--- config.mk ---
export PLATFORM = sky130hd
export DESIGN_NAME = alu_issue_ctrl
export DESIGN_NICKNAME = d
export VERILOG_FILES = /design/src/rtl/alu_issue_ctrl.sv
export SDC_FILE = /design/constraint.sdc
export NUM_CORES = 1
export LEC_CHECK = 0
export ABC_CLOCK_PERIOD_IN_PS = 3600
export BUFFER_PORTS_ARGS = -buffer_cell sky130_fd_sc_hd__buf_2
export CAP_MARGIN = 20
export CORE_UTILIZATION = 51
export CTS_CLUSTER_SIZE = 16
export DETAILED_ROUTE_END_ITERATION = 7
export GPL_ROUTABILITY_DRIVEN = 0
export PLACE_DENSITY = 0.87
export RECOVER_POWER = 100
export REMOVE_ABC_BUFFERS = 1
export SETUP_SLACK_MARGIN = 0.5
export SYNTH_ARGS = -nofsm -noshare
export SYNTH_HDL_FRONTEND = slang
export SYNTH_SLANG_ARGS = --single-unit
--- constraint.sdc ---
create_clock -name clk -period 3.6 [get_ports clk]
set_input_delay 0.72 -clock clk [delete_from_list [all_inputs] [get_ports clk]]
set_output_delay 0.72 -clock clk [all_outputs]
set_load 0.05 [all_outputs]
--- src/rtl/alu_issue_ctrl.sv ---
// Issue controller for a combinational ALU: accepts one instruction at a time,
// reads operands from a 4-entry register file, sequences READ/EXEC/WB and retires results and flags.
module alu_issue_ctrl #(
    parameter int DATA_W   = 16,
    parameter int RF_DEPTH = 4
) (
    input  logic              clk,
    input  logic              rst,
    input  logic [15:0]       instr,
    input  logic              instr_valid,
    output logic              instr_ready,
    output logic [DATA_W-1:0] alu_a,
    output logic [DATA_W-1:0] alu_b,
    output logic [5:0]        alu_opcode,
    output logic              alu_op,
    input  logic [DATA_W:0]   alu_result,
    input  logic              alu_zf,
    input  logic              alu_cf,
    input  logic              alu_nf,
    input  logic              alu_of,
    output logic [3:0]        flags,
    output logic              done,
    output logic              err,
    input  logic [1:0]        dbg_sel,
    output logic [DATA_W-1:0] dbg_data
);

    localparam logic [5:0] OP_NOP     = 6'b000000;
    localparam logic [5:0] OP_LDI     = 6'b000001;
    localparam logic [5:0] OP_ALU_MIN = 6'b001001;
    localparam logic [5:0] OP_ALU_MAX = 6'b011010;
    localparam logic [5:0] OP_MOV     = 6'b001111;
    localparam logic [5:0] OP_DIV     = 6'b010001;
    localparam logic [5:0] OP_MOD     = 6'b010010;
    localparam logic [5:0] OP_NOT     = 6'b010110;
    localparam logic [5:0] OP_CMP     = 6'b010111;
    localparam logic [5:0] OP_INC     = 6'b011001;
    localparam logic [5:0] OP_DEC     = 6'b011010;

    typedef enum logic [1:0] {
        S_IDLE,
        S_READ,
        S_EXEC,
        S_WB
    } state_t;

    state_t            state;
    state_t            next_state;
    logic [15:0]       instr_q;
    logic [DATA_W-1:0] rf [RF_DEPTH];
    logic [DATA_W-1:0] res_q;
    logic [3:0]        flg_q;

    logic [5:0]        opc;
    logic [1:0]        rd;
    logic [1:0]        rs;
    logic              is_alu;
    logic              is_single;
    logic              is_cmp;
    logic              is_ldi;
    logic              is_nop;
    logic              div_zero;
    logic              unused_carry_bit;

    // Bit DATA_W of the result only ever reaches the architecture through alu_cf.
    assign unused_carry_bit = alu_result[DATA_W];

    assign opc       = instr_q[15:10];
    assign rd        = instr_q[9:8];
    assign rs        = instr_q[7:6];
    assign is_alu    = (opc >= OP_ALU_MIN) && (opc <= OP_ALU_MAX);
    assign is_single = (opc == OP_MOV) || (opc == OP_NOT) || (opc == OP_INC) || (opc == OP_DEC);
    assign is_cmp    = (opc == OP_CMP);
    assign is_ldi    = (opc == OP_LDI);
    assign is_nop    = (opc == OP_NOP);
    assign div_zero  = ((opc == OP_DIV) || (opc == OP_MOD)) && (rf[rs] == '0);

    assign dbg_data  = rf[dbg_sel];

    always_ff @(posedge clk or posedge rst) begin
        if (rst) begin
            state <= S_IDLE;
        end else begin
            state <= next_state;
        end
    end

    // The accepted word is captured so the front end may change instr immediately.
    always_ff @(posedge clk or posedge rst) begin
        if (rst) begin
            instr_q <= '0;
        end else if ((state == S_IDLE) && instr_valid) begin
            instr_q <= instr;
        end
    end

    always_ff @(posedge clk or posedge rst) begin
        if (rst) begin
            res_q <= '0;
            flg_q <= '0;
        end else if (state == S_EXEC) begin
            res_q <= alu_result[DATA_W-1:0];
            flg_q <= {alu_zf, alu_cf, alu_nf, alu_of};
        end
    end

    // Architectural state only changes in WB; CMP updates flags without a register write.
    always_ff @(posedge clk or posedge rst) begin
        if (rst) begin
            for (int i = 0; i < RF_DEPTH; i++) begin
                rf[i] <= '0;
            end
            flags <= '0;
        end else if (state == S_WB) begin
            if (is_alu) begin
                flags <= flg_q;
                if (!is_cmp) begin
                    rf[rd] <= res_q;
                end
            end else if (is_ldi) begin
                rf[rd] <= DATA_W'(instr_q[7:0]);
            end
        end
    end

    always_comb begin
        next_state  = state;
        instr_ready = 1'b0;
        alu_a       = '0;
        alu_b       = '0;
        alu_opcode  = '0;
        alu_op      = 1'b0;
        done        = 1'b0;
        err         = 1'b0;
        case (state)
            S_IDLE: begin
                instr_ready = 1'b1;
                if (instr_valid) begin
                    next_state = S_READ;
                end
            end
            S_READ: begin
                if (is_alu) begin
                    if (div_zero) begin
                        err        = 1'b1;
                        next_state = S_IDLE;
                    end else begin
                        alu_a      = rf[rd];
                        alu_b      = is_single ? '0 : rf[rs];
                        alu_opcode = opc;
                        alu_op     = 1'b1;
                        next_state = S_EXEC;
                    end
                end else if (is_ldi || is_nop) begin
                    next_state = S_WB;
                end else begin
                    err        = 1'b1;
                    next_state = S_IDLE;
                end
            end
            S_EXEC: begin
                alu_a      = rf[rd];
                alu_b      = is_single ? '0 : rf[rs];
                alu_opcode = opc;
                alu_op     = 1'b1;
                next_state = S_WB;
            end
            S_WB: begin
                done       = 1'b1;
                next_state = S_IDLE;
            end
            default: begin
                next_state = S_IDLE;
            end
        endcase
    end

endmodule

==> results.ini <==
[worst_setup_path]
setup.worst_path.class = reg -> out
critPathLaunchType = flip-flop
endpoint_kind = output port
critPathMaxFanout = 5
required_time_of_the_critical_path_ns = 2.88
worstReg2RegStart = instr_q[12]$_DFFE_PP0P_
critPathArrivalTime_ns = 3.13
launching_instance_or_port_of_the_critical_path = instr_q[6]$_DFFE_PP0P_
worst_r2r_path_depth = 6

[clock_network]
clk_root_buffer_cell = sky130_fd_sc_hd__clkbuf_16
cts_buffers = 9
cts_htree_levels = 3
clock_latency_on_the_worst_skew_pair_ns = 0.34
cts_hold_buffers = 0
cts_num_sinks = 106
cts_tree = yes
clkSlewWorstSetupHoldPaths_ns = 0.07
clockBufferDepth = 2

[global_route]
groute.usage.overall_pct = 27.2
grt_start_max_net_pins = 77
use_met2_pct = 46.0
global_route.peak_usage_layer = met2
globalRouteMet3Util_pct = 5.14
grt_pass1_vias = 4457
number_of_antenna_violations_at_the_first_check_in_global_routing = 0
met1_track_usage_gr_pct = 34.9
globalRoute.totalOverflow = 0
first_pass_grt_wire_length_mm = 23.9

[outcome]
run_status = finished, violations left
violations = capacitance limit, slew limit, setup timing

[timing]
rsz0062_at_grt = true
final_hold_viol_count = 0
finalWorstSetupSlack_ns = -0.246
timing.clock.skew_ns = 0.0127
worst_slew_pin_slew_ns = 1.55
drv_slew = 98
setup_viol = 40
maxSlewHeadroom_pct = -3.40
final_min_period_over_clock_period_pct = 107
max_freq_mhz = 260
timing.final.crit_period_ns = 3.85

[logic_synthesis]
avgSynthCellArea_sq_um = 13.8
postSynthCellCount = 423
yosysUniqueCellTypes = 41
synthesis.area_sq_um = 5840
synth-seq-area-share_pct = 45.4
synth-warning-count = 0
edff_count_synth = 0
synth.ff_latch_count = 106
yosys_most_used_dff = sky130_fd_sc_hd__dfrtp_1
ys_async_sr_fraction_pct = 100

[final_layout]
antenna-diode-count = 0
fillerInstances = 762
nNetsFinal = 578
finish.instance_area_sq_um = 7130
layout-drive-gt1-share_pct = 52.0
syn_to_final_growth_pct = 22.0
final_core_util_pct = 64.9
multi_input_area_sq_um = 3090
layout.area.seq_sq_um = 2650
stdcell_count = 677

[route]
post_detailed_route_wirelength_per_cell_um = 22.8
drt_pass1_iterations = 4
initialDrtViolationCount = 248
route.vias.total = 4280
average_vias_per_placed_instance = 6.32
ant_nets = 0
finalWirelength_mm = 15.5
drcViolationCount = 0

[floorplan]
die_width_um = 109
start_util_pct = 53.2
floorplan.rows = 38
chipHeight_um = 109
die_area_sq_um = 11900
core_area_sq_um = 11000
ios = 104

[pwr]
powerDensity_nw_per_um2 = 839
max-vdd-ir-drop_uv = 367
leakagePower_nw = 3.20
report.power.total_w = 0.00599

[worst_hold_path]
cell_depth_of_the_worst_min_delay_path = 1
hold_path_class = reg -> reg
hp-start = res_q[11]$_DFFE_PP0P_

[placement]
number_of_placed_cells_counting_well_taps = 653
place_ws_ns = -0.0320
dpl-instance-area_sq_um = 6560
place_hpwl_mm = 10.0
numPortBuffers = 102

[flow_run]
max_cap_violation_count = 2

per-layer routing:
metal | share of wire [%] | routed length [um] | vias to the layer above
met5 | 0 | 0 | -
met4 | 3.5 | 534 | 0
met3 | 6.5 | 1010 | 36
met2 | 51 | 7880 | 206
met1 | 39 | 6040 | 2241
li1 | - | - | 1797
worst max-delay path, stage by stage (launching register included):
cell                       delay [ns]
sky130_fd_sc_hd__dfrtp_1         0.42
sky130_fd_sc_hd__buf_12          0.15
sky130_fd_sc_hd__mux4_2          0.54
sky130_fd_sc_hd__nor4_2          0.26
sky130_fd_sc_hd__buf_4           0.15
sky130_fd_sc_hd__or3b_4          0.40
sky130_fd_sc_hd__a211oi_4        0.25
sky130_fd_sc_hd__buf_6           0.19
sky130_fd_sc_hd__buf_8           0.14
sky130_fd_sc_hd__nor3b_1         0.08
sky130_fd_sc_hd__buf_4           0.21
area by class of cell:
class,instances,share of cell area (%)
Inverter,6,0.316
Timing Repair Buffer,129,12.5
Clock inverter,5,0.895
Tap cell,140,2.46
Clock buffer,11,3.26
Sequential cell,106,37.2
Multi-Input combinational cell,280,43.4
metrics by stage:
stage | hold WS [ns] | TNS [ns]
6_report | 0.500 | -7.91
2_1_floorplan | 0.472 | -43.72
3_3_place_gp | 0.482 | -0.220
4_1_cts | 0.504 | -5.68
3_5_place_dp | 0.487 | -0.209
5_1_grt | 0.524 | -11.54
synthesized netlist by cell type (3+ instances only):
| master | number | area, sq um |
|---|---|---|
| sky130_fd_sc_hd__nor3_1 | 3 | 15.0 |
| sky130_fd_sc_hd__mux2_2 | 104 | 1170 |
| sky130_fd_sc_hd__buf_2 | 4 | 20.0 |
| sky130_fd_sc_hd__nor4_1 | 3 | 18.8 |
| sky130_fd_sc_hd__clkbuf_1 | 19 | 71.3 |
| sky130_fd_sc_hd__inv_1 | 5 | 18.8 |
| sky130_fd_sc_hd__mux4_2 | 48 | 1080 |
| sky130_fd_sc_hd__dfrtp_1 | 106 | 2650 |
| sky130_fd_sc_hd__nor2_1 | 5 | 18.8 |
| sky130_fd_sc_hd__nor3b_1 | 16 | 120 |
| sky130_fd_sc_hd__nor2b_1 | 20 | 125 |
| sky130_fd_sc_hd__nand3_1 | 5 | 25.0 |
| sky130_fd_sc_hd__and2_1 | 9 | 56.3 |
| sky130_fd_sc_hd__nand2_1 | 35 | 131 |
| sky130_fd_sc_hd__buf_1 | 4 | 15.0 |
| sky130_fd_sc_hd__ha_1 | 4 | 50.1 |
| sky130_fd_sc_hd__buf_4 | 3 | 22.5 |
| sky130_fd_sc_hd__o21ai_0 | 3 | 15.0 |
power by group:
group	internal [W]	switching, W
Sequential	0.00159	0.000471
Combinational	0.00133	0.00161
Clock	0.000546	0.000445
timing repair:
item / in CTS / in global routing
pin swaps: 3 / 2
gates cloned: 2 / 1
setup endpoints to repair: 40 / 40
gates resized for setup: 73 / 10
setup buffers: 4 / 1
sequential cells by signal, indices dropped and copies added, names as in the netlist, named ones only:
| register | count |
|---|---|
| rf | 64 |
| instr_q | 16 |
| res_q | 16 |
| flags | 4 |
| flg_q | 4 |
| state | 1 |
kinds of logic (layout without fill, tap and decap cells):
| group | count (synthesis) | after routing | share of synthesized area [%] |
|---|---|---|---|
| XOR/XNOR | 2 | 2 | 0.300 |
| AND/OR/NAND/NOR | 104 | 104 | 9.81 |
| flip-flops | 106 | 106 | 45.4 |
| buffers and inverters | 37 | 151 | 2.78 |
| multiplexers | 152 | 152 | 38.5 |
| AO/OA/AOI/OAI | 18 | 18 | 2.33 |
| adder cells (fa/ha/maj) | 4 | 4 | 0.856 |
final timing paths:
| kind | to | slack, ns |
|---|---|---|
| min reg2reg | res_q[11]$_DFFE_PP0P_ | 0.50 |
| min in group asynchronous | flg_q[1]$_DFFE_PP0P_ | 0.85 |
| max in group asynchronous | rf[32]$_DFFE_PP0P_ | 1.10 |
| max reg2reg | rf[53]$_DFFE_PP0P_ | 0.20 |
| max | alu_b[0] | -0.25 |
| min | res_q[11]$_DFFE_PP0P_ | 0.50 |
cells in the final DEF, fill, tap and decap left out, types with 3 or more instances in the layout:
master,n
sky130_fd_sc_hd__clkbuf_1,31
sky130_fd_sc_hd__nor3b_1,15
sky130_fd_sc_hd__clkinvlp_4,3
sky130_fd_sc_hd__clkbuf_16,10
sky130_fd_sc_hd__ha_1,4
sky130_fd_sc_hd__mux2_2,104
sky130_fd_sc_hd__mux4_2,48
sky130_fd_sc_hd__nor2b_1,16
sky130_fd_sc_hd__buf_8,5
sky130_fd_sc_hd__nand2_1,35
sky130_fd_sc_hd__inv_1,4
sky130_fd_sc_hd__buf_6,18
sky130_fd_sc_hd__dfrtp_1,106
sky130_fd_sc_hd__nor2b_2,3
sky130_fd_sc_hd__and2_1,9
sky130_fd_sc_hd__nor2_1,5
sky130_fd_sc_hd__buf_2,40
sky130_fd_sc_hd__nand3_1,5
sky130_fd_sc_hd__buf_4,34
Note: power is estimated with default switching activity, not from simulation.
